===== src/rtl/div8_seq.sv =====
// Multi-cycle unsigned restoring divider with a start/busy/done handshake.
// One shift plus one borrow-ripple trial subtract per clock; WIDTH clocks per divide.
module div8_seq #(
  parameter int WIDTH = 8
) (
  input  logic             clk,
  input  logic             rst,
  input  logic             start,
  input  logic [WIDTH-1:0] dividend,
  input  logic [WIDTH-1:0] divisor,
  output logic             busy,
  output logic             done,
  output logic [WIDTH-1:0] quotient,
  output logic [WIDTH-1:0] remainder,
  output logic             div_by_zero
);

  localparam int CNT_W = (WIDTH > 2) ? $clog2(WIDTH) : 1;

  typedef enum logic [1:0] {
    S_IDLE = 2'd0,
    S_RUN  = 2'd1,
    S_DONE = 2'd2
  } state_t;

  state_t             r_state;
  state_t             w_state_next;
  logic [WIDTH-1:0]   r_rem;
  logic [WIDTH-1:0]   r_q;
  logic [WIDTH-1:0]   r_dvsr;
  logic [CNT_W-1:0]   r_cnt;
  logic               r_busy;
  logic               r_done;
  logic [WIDTH-1:0]   r_quotient;
  logic [WIDTH-1:0]   r_remainder;
  logic               r_dbz;

  logic               w_accept;
  logic               w_last;
  logic [WIDTH:0]     w_trial;
  logic [WIDTH:0]     w_sub;
  logic               w_borrow;
  logic [WIDTH-1:0]   w_rem_next;
  logic [WIDTH-1:0]   w_q_next;

  // Bit-serial borrow ripple over WIDTH+1 bits; returns {borrow_out, diff[WIDTH-1:0]}.
  // The top diff bit is always 0 when no borrow occurs, since the remainder stays below the divisor.
  function automatic logic [WIDTH:0] sub_ripple(input logic [WIDTH:0] a, input logic [WIDTH:0] b);
    logic [WIDTH:0] diff;
    logic           bw;
    bw = 1'b0;
    for (int i = 0; i <= WIDTH; i++) begin
      diff[i] = a[i] ^ b[i] ^ bw;
      bw      = (~a[i] & b[i]) | (~(a[i] ^ b[i]) & bw);
    end
    return {bw, diff[WIDTH-1:0]};
  endfunction

  // One restoring-division iteration: shift in next dividend bit, trial subtract, keep or restore.
  always_comb begin
    w_trial    = {r_rem, r_q[WIDTH-1]};
    w_sub      = sub_ripple(w_trial, {1'b0, r_dvsr});
    w_borrow   = w_sub[WIDTH];
    w_rem_next = w_borrow ? w_trial[WIDTH-1:0] : w_sub[WIDTH-1:0];
    w_q_next   = {r_q[WIDTH-2:0], ~w_borrow};
  end

  // Next-state logic; DONE accepts a new start exactly like IDLE.
  always_comb begin
    w_state_next = r_state;
    w_accept     = 1'b0;
    w_last       = 1'b0;
    case (r_state)
      S_IDLE: begin
        if (start) begin
          w_state_next = S_RUN;
          w_accept     = 1'b1;
        end else begin
          w_state_next = S_IDLE;
        end
      end
      S_RUN: begin
        if (r_cnt == CNT_W'(WIDTH - 1)) begin
          w_state_next = S_DONE;
          w_last       = 1'b1;
        end else begin
          w_state_next = S_RUN;
        end
      end
      S_DONE: begin
        if (start) begin
          w_state_next = S_RUN;
          w_accept     = 1'b1;
        end else begin
          w_state_next = S_IDLE;
        end
      end
      default: begin
        w_state_next = S_IDLE;
      end
    endcase
  end

  // State, datapath and registered outputs; results only change on the final iteration.
  always_ff @(posedge clk) begin
    if (rst) begin
      r_state     <= S_IDLE;
      r_rem       <= {WIDTH{1'b0}};
      r_q         <= {WIDTH{1'b0}};
      r_dvsr      <= {WIDTH{1'b0}};
      r_cnt       <= {CNT_W{1'b0}};
      r_busy      <= 1'b0;
      r_done      <= 1'b0;
      r_quotient  <= {WIDTH{1'b0}};
      r_remainder <= {WIDTH{1'b0}};
      r_dbz       <= 1'b0;
    end else begin
      r_state <= w_state_next;
      r_done  <= w_last;
      if (w_accept) begin
        r_rem  <= {WIDTH{1'b0}};
        r_q    <= dividend;
        r_dvsr <= divisor;
        r_cnt  <= {CNT_W{1'b0}};
        r_busy <= 1'b1;
        r_dbz  <= (divisor == {WIDTH{1'b0}});
      end else if (r_state == S_RUN) begin
        r_rem <= w_rem_next;
        r_q   <= w_q_next;
        r_cnt <= r_cnt + CNT_W'(1);
        if (w_last) begin
          r_busy      <= 1'b0;
          r_quotient  <= w_q_next;
          r_remainder <= w_rem_next;
        end else begin
          r_busy <= 1'b1;
        end
      end else begin
        r_busy <= 1'b0;
      end
    end
  end

  assign busy        = r_busy;
  assign done        = r_done;
  assign quotient    = r_quotient;
  assign remainder   = r_remainder;
  assign div_by_zero = r_dbz;

endmodule


===== config.mk =====
export PLATFORM = sky130hd
export DESIGN_NAME = div8_seq
export DESIGN_NICKNAME = d
export VERILOG_FILES = /design/src/rtl/div8_seq.sv
export SDC_FILE = /design/constraint.sdc
export NUM_CORES = 1
export LEC_CHECK = 0
export CAP_MARGIN = 20
export CELL_PAD_IN_SITES_DETAIL_PLACEMENT = 1
export CELL_PAD_IN_SITES_GLOBAL_PLACEMENT = 2
export CORE_ASPECT_RATIO = 1.5
export CORE_UTILIZATION = 31
export CTS_CLUSTER_DIAMETER = 150
export DETAILED_ROUTE_END_ITERATION = 16
export GPL_ROUTABILITY_DRIVEN = 0
export HOLD_SLACK_MARGIN = 0.12
export PLACE_DENSITY_LB_ADDON = 0.1
export REMOVE_ABC_BUFFERS = 1
export SLEW_MARGIN = 10
export SYNTH_ARGS = -nofsm -noshare
export SYNTH_HDL_FRONTEND = slang
export SYNTH_SLANG_ARGS = --single-unit

===== constraint.sdc =====
create_clock -name clk -period 4.69 [get_ports clk]
set_input_delay 0.469 -clock clk [delete_from_list [all_inputs] [get_ports clk]]
set_output_delay 0.469 -clock clk [all_outputs]
set_load 0.1 [all_outputs]

-- Word level (Yosys, flattened, before mapping)
Index checks and enable logic that the tools add are counted.
- bits in registers: 48
- input port bits: 19
- word-level logic and storage cells: 89
- add/subtract/negate cells: 1
- equality and inequality tests: 3
- multiplexer cells: 13
- bitwise gates (word level): 56
- reductions and logical operators: 6
- operators by type and width (cell ; number):
    $mux W8 ; 3
    $not A1 Y1 ; 18
    $and A1 B1 Y1 ; 16
    $xor A1 B1 Y1 ; 15
    $logic_not A8 Y1 ; 1
    $mux W1 ; 8
    $or A1 B1 Y1 ; 7
    $pmux W2 S2 ; 1
    $reduce_or A2 Y1 ; 2
    $add A3 B1 Y3 const B ; 1
    $eq A3 B3 Y1 const B ; 1
    $reduce_and A3 Y1 ; 1
    $eq A2 B1 Y1 const B ; 1
    $eq A2 B2 Y1 const B ; 1
    $logic_not A2 Y1 ; 1
    $mux W2 ; 1
    $reduce_bool A2 Y1 ; 1

-- Depth between registers and ports, before layout
- depth in word-level cells: 20
- depth in mapped cells: 13
- depth with buffers taken out: 12

-- Least setup slack after synthesis
Ideal clock, no wire load.
- path kind: reg-to-reg
- from: reg r_q[7]
- to: reg r_remainder[1], in the netlist remainder[1]
- setup time: 0.074 ns
- arrival time: 3.942 ns
- data required time: 4.616 ns
- slack: 0.674 ns
- cell stages (with the launch flop): 14
- buffers on the path: 1
- clock period less this slack: 4.016 ns
- cells stage by stage: dfxtp_1 inv_1 ha_1 fa_1 fa_1 fa_1 fa_1 fa_1 fa_1 fa_1 nand2b_1 buf_2 mux2_2 o21ai_0
- cells in the longest elaborated chain, start to end: 18
- elaborated cells on any way between the ends: 19
- classes of those cells: mux: 1; bitwise: 18
- RTL lines (item ; line ; source):
    from (decl) ; 29 ; logic [WIDTH-1:0] r_q;
    from (signal assigned) ; 109 ; r_q <= {WIDTH{1'b0}};
    from (signal assigned) ; 122 ; r_q <= dividend;
    from (signal assigned) ; 129 ; r_q <= w_q_next;
    $not A1 Y1 * ; 54 ; bw = (~a[i] & b[i]) | (~(a[i] ^ b[i]) & bw);
    $and A1 B1 Y1 * ; 54 ;
    $and A1 B1 Y1 ; 54 ;
    $or A1 B1 Y1 ; 54 ;
    $and A1 B1 Y1 ; 54 ;
    $or A1 B1 Y1 ; 54 ;
    $and A1 B1 Y1 ; 54 ;
    $or A1 B1 Y1 ; 54 ;
    [2 not listed] ; -- ;
    $and A1 B1 Y1 ; 54 ;
    $or A1 B1 Y1 ; 54 ;
    $and A1 B1 Y1 ; 54 ;
    $or A1 B1 Y1 ; 54 ;
    $and A1 B1 Y1 ; 54 ;
    $or A1 B1 Y1 ; 54 ;
    $and A1 B1 Y1 ; 54 ;
    $mux W8 * ; 64 ; w_rem_next = w_borrow ? w_trial[WIDTH-1:0] : w_sub[WIDTH-1:0];
    to (signal assigned) ; 115 ; r_remainder <= {WIDTH{1'b0}};
    to (signal assigned) ; 134 ; r_remainder <= w_rem_next;
    to (decl) ; 35 ; logic [WIDTH-1:0] r_remainder;
Every way passes the cells marked *; elsewhere a longest branch is shown, timed or not.
A chain may end at the register's enable or synchronous reset.

-- Worst setup path after layout
- from: reg r_q[7]
- to: reg r_rem[5]
- cells in the longest elaborated chain, start to end: 18
- elaborated cells on any way between the ends: 19
- classes of those cells: mux: 1; bitwise: 18
- RTL lines (item ; line ; source):
    $not A1 Y1 * ; 54 ;
    $and A1 B1 Y1 * (2 in series) ; 54 ;
    $or A1 B1 Y1 * ; 54 ;
    $and A1 B1 Y1 * ; 54 ;
    $or A1 B1 Y1 * ; 54 ;
    $and A1 B1 Y1 * ; 54 ;
    $or A1 B1 Y1 * ; 54 ;
    $and A1 B1 Y1 * ; 54 ;
    $or A1 B1 Y1 * ; 54 ;
    $and A1 B1 Y1 ; 54 ;
    $or A1 B1 Y1 ; 54 ;
    $and A1 B1 Y1 ; 54 ;
    $or A1 B1 Y1 ; 54 ;
    $and A1 B1 Y1 ; 54 ;
    $or A1 B1 Y1 ; 54 ;
    $and A1 B1 Y1 ; 54 ;
    $mux W8 * ; 64 ;
    to (signal assigned) ; 108 ; r_rem <= {WIDTH{1'b0}};
    to (signal assigned) ; 121 ; r_rem <= {WIDTH{1'b0}};
    to (signal assigned) ; 128 ; r_rem <= w_rem_next;
    to (decl) ; 28 ; logic [WIDTH-1:0] r_rem;
Marks and branches as above.

==> metrics.yaml <==
outcome:
  outcome: "completed"
yosys:
  yosys.area_share.simple: 0.205
  syn_avg_cell_area_um2: 8.93
  synth_compound_area_frac: 0.137
  synthMuxAreaShare: 0.0396
  synth_cells: 223
  synth_top_family_by_area: "simple AND/OR/NAND/NOR gates"
  ys_types: 29
  synth-xor-area-share: 0.00440
  synth-seq-area-share: 0.472
  yosys_register_bits: 47
  synth_warnings: 0
  syn-cell-area_um2: 1990
  synthAdderAreaFrac: 0.0892
drt:
  vias: 1631
  post_drt_wl_per_cell_um: 14.5
  postRouteAntennaNets: 0
  drt-total-wl_um: 4820
  drtPass1Iterations: 4
  viasPerCell: 4.93
  drtIter0Drc: 73
  route.detailed.drc: 0
die:
  dieWidth_um: 67.5
  die_area_um2: 6760
  io_pins: 38
  rows: 35
  start_util: 0.323
  die_height_um: 100
  core_area_um2: 6170
sta:
  fin_crit_sh: 0.934
  rsz0062_at_grt: "false"
  skew_ps: 5.30
  slew_headroom: 0.348
  setup_viol: 0
  fin_setup_tns_ps: 0
  worst_pin_slew_ps: 975
  fmax_mhz: 228
  final.min_clock_period_ps: 4380
  hold_violations: 0
  drv_slew: 0
placement:
  post_dp_cell_area_um2: 2410
  io_buffers: 37
  hpwl_um: 3440
clock_network:
  cts_resized: 0
  cts_hold_buf: 0
  cts_buffers: 5
  cts_sinks: 47
  clkTransAtPathRegs_ps: 90
  ctsHtreeMaxLevel: 2
  cts_tree: "done"
  clk_latency_ps: 290
  post_cts_buffers: 0
  cts_root_buf: "clkbuf_8"
  clock_path_buffers: 2
critical_path:
  path_max_fanout: 11
  r2r_cells: 12
  cp-end-kind: "register"
  setup.worst_path.start_class: "register"
  cp.required_ps: 4910
  critPathArrivalTime_ps: 4600
  path_class: "reg -> reg"
power:
  power.density_nw_per_um2: 347
  pwr-share-seq: 0.485
  power_switching_mw: 0.226
  irDropWorstVdd_v: 0.000149
  p_leak_nw: 0.881
  swShare: 0.257
  power_frac_comb: 0.163
  clkPwrFrac: 0.352
  power.internal_mw: 0.653
flow_run:
  drv_cap: 0
layout:
  final_core_util: 0.410
  area_growth_pct: 27.1
  n_fill_cell: 724
  n_antenna_cell: 0
  final_common_cell: "nand2_1"
  fin_area_um2: 2530
  final_cell_mix: "49 x nand2_1, 47 x dfxtp_1, 37 x clkdlybuf4s50_1"
  drive_above_1_share: 0.0739
  nets: 285
global_routing:
  grt_pass1_wl_um: 8180
  grt_pass1_vias: 1640
  grt_remaining_overflow: 0
  antenna_found_initial: 0
  grt_max_degree: 24
  grt.total_usage: 0.162
min_path:
  hp-class: "reg -> reg"
  whs_path_depth: 2
per-layer routing:
layer / vias up / global-route usage / share of wire
li1: 821 / - / -
met1: 776 / 0.197 / 0.44
met2: 30 / 0.282 / 0.52
met3: 4 / 0.0330 / 0.030
met4: 0 / 0.0442 / 0.0064
met5: - / 0 / 0
power by group through the flow:
stage               logic [mW]  clock network (mW)  registers (mW)
detailed placement       0.145                   0           0.436
global placement         0.142                   0           0.436
floorplan               0.0866                   0           0.439
finish                   0.143               0.309           0.427
global route             0.163               0.338           0.429
CTS                      0.147               0.323           0.427
kinds of logic (layout without fill, tap and decap cells):
group           Yosys count  count (layout)
simple gates             88              88
fa+ha+maj                10              10
buf+inv                  24              58
mux                       7               7
xor+xnor                  1               1
flops                    47              47
compound gates           46              46
state kept, by name, summed over array words and instances, names as in the netlist:
name	count
r_state	2
r_dvsr	8
r_q	8
busy	1
remainder	8
quotient	8
r_cnt	3
r_rem	8
div_by_zero	1
Yosys cell counts:
| master | count | area, um2 |
|---|---|---|
| nand2_1 | 49 | 184 |
| dfxtp_1 | 47 | 941 |
| a21oi_1 | 20 | 100 |
| buf_2 | 11 | 55.1 |
| o22ai_1 | 11 | 68.8 |
| inv_1 | 9 | 33.8 |
| nor2_1 | 9 | 33.8 |
| nand3b_1 | 8 | 60.1 |
| fa_1 | 7 | 140 |
| mux2_2 | 7 | 78.8 |
| nor3_1 | 7 | 35.0 |
| o21ai_0 | 6 | 30.0 |
| nand2b_1 | 5 | 31.3 |
| a311oi_1 | 4 | 35.0 |
| clkbuf_1 | 4 | 15.0 |
| ha_1 | 3 | 37.5 |
| nor4_1 | 3 | 18.8 |
| nand3_1 | 2 | 10.0 |
| a211o_1 | 1 | 8.76 |
| a22oi_1 | 1 | 7.51 |
| and2b_1 | 1 | 7.51 |
| and3b_1 | 1 | 8.76 |
| nor2b_1 | 1 | 6.26 |
| nor3b_1 | 1 | 7.51 |
| o211a_1 | 1 | 10.0 |
| o21a_1 | 1 | 7.51 |
| o21ai_1 | 1 | 5.00 |
| or3_1 | 1 | 6.26 |
| xnor2_1 | 1 | 8.76 |
cell type report:
cell class,instances,area [um2],area share
inverter,9,33.8,0.0133
clock buffer,6,82.6,0.0326
multi-input combinational,152,947,0.374
timing repair buffer,41,400,0.158
sequential,47,941,0.372
tap,74,92.6,0.0366
clock inverter,2,35.0,0.0138
critical path, cell delays in order, from the launching register on:
cell and delay (ps):
dfxtp_1 320, inv_1 60, ha_1 210, fa_1 380, fa_1 390, fa_1 410, fa_1 400, fa_1 390
fa_1 390, fa_1 390, nand2b_1 410, mux2_2 410, o22ai_1 150
per-stage QoR:
step	power (mW)	worst slack [ps]	hold slack [ps]	instances
2_1_floorplan	0.525	649	434	208
3_3_place_gp	0.579	393	442	323
3_5_place_dp	0.581	305	448	323
4_1_cts	0.896	259	460	331
5_1_grt	0.930	56.2	481	331
6_report	0.879	308	456	331
final timing paths:
path | startpoint | to | slack (ps)
worst min-delay path | quotient[4]$_SDFFE_PP0P_ | quotient[4]$_SDFFE_PP0P_ | 460
worst min register to register | quotient[4]$_SDFFE_PP0P_ | quotient[4]$_SDFFE_PP0P_ | 460
worst max register to register | r_q[7]$_SDFFE_PP0P_ | r_rem[5]$_SDFFE_PP0P_ | 310
worst max-delay path | r_q[7]$_SDFFE_PP0P_ | r_rem[5]$_SDFFE_PP0P_ | 310
No activity file was read; power rests on OpenSTA's default activity.
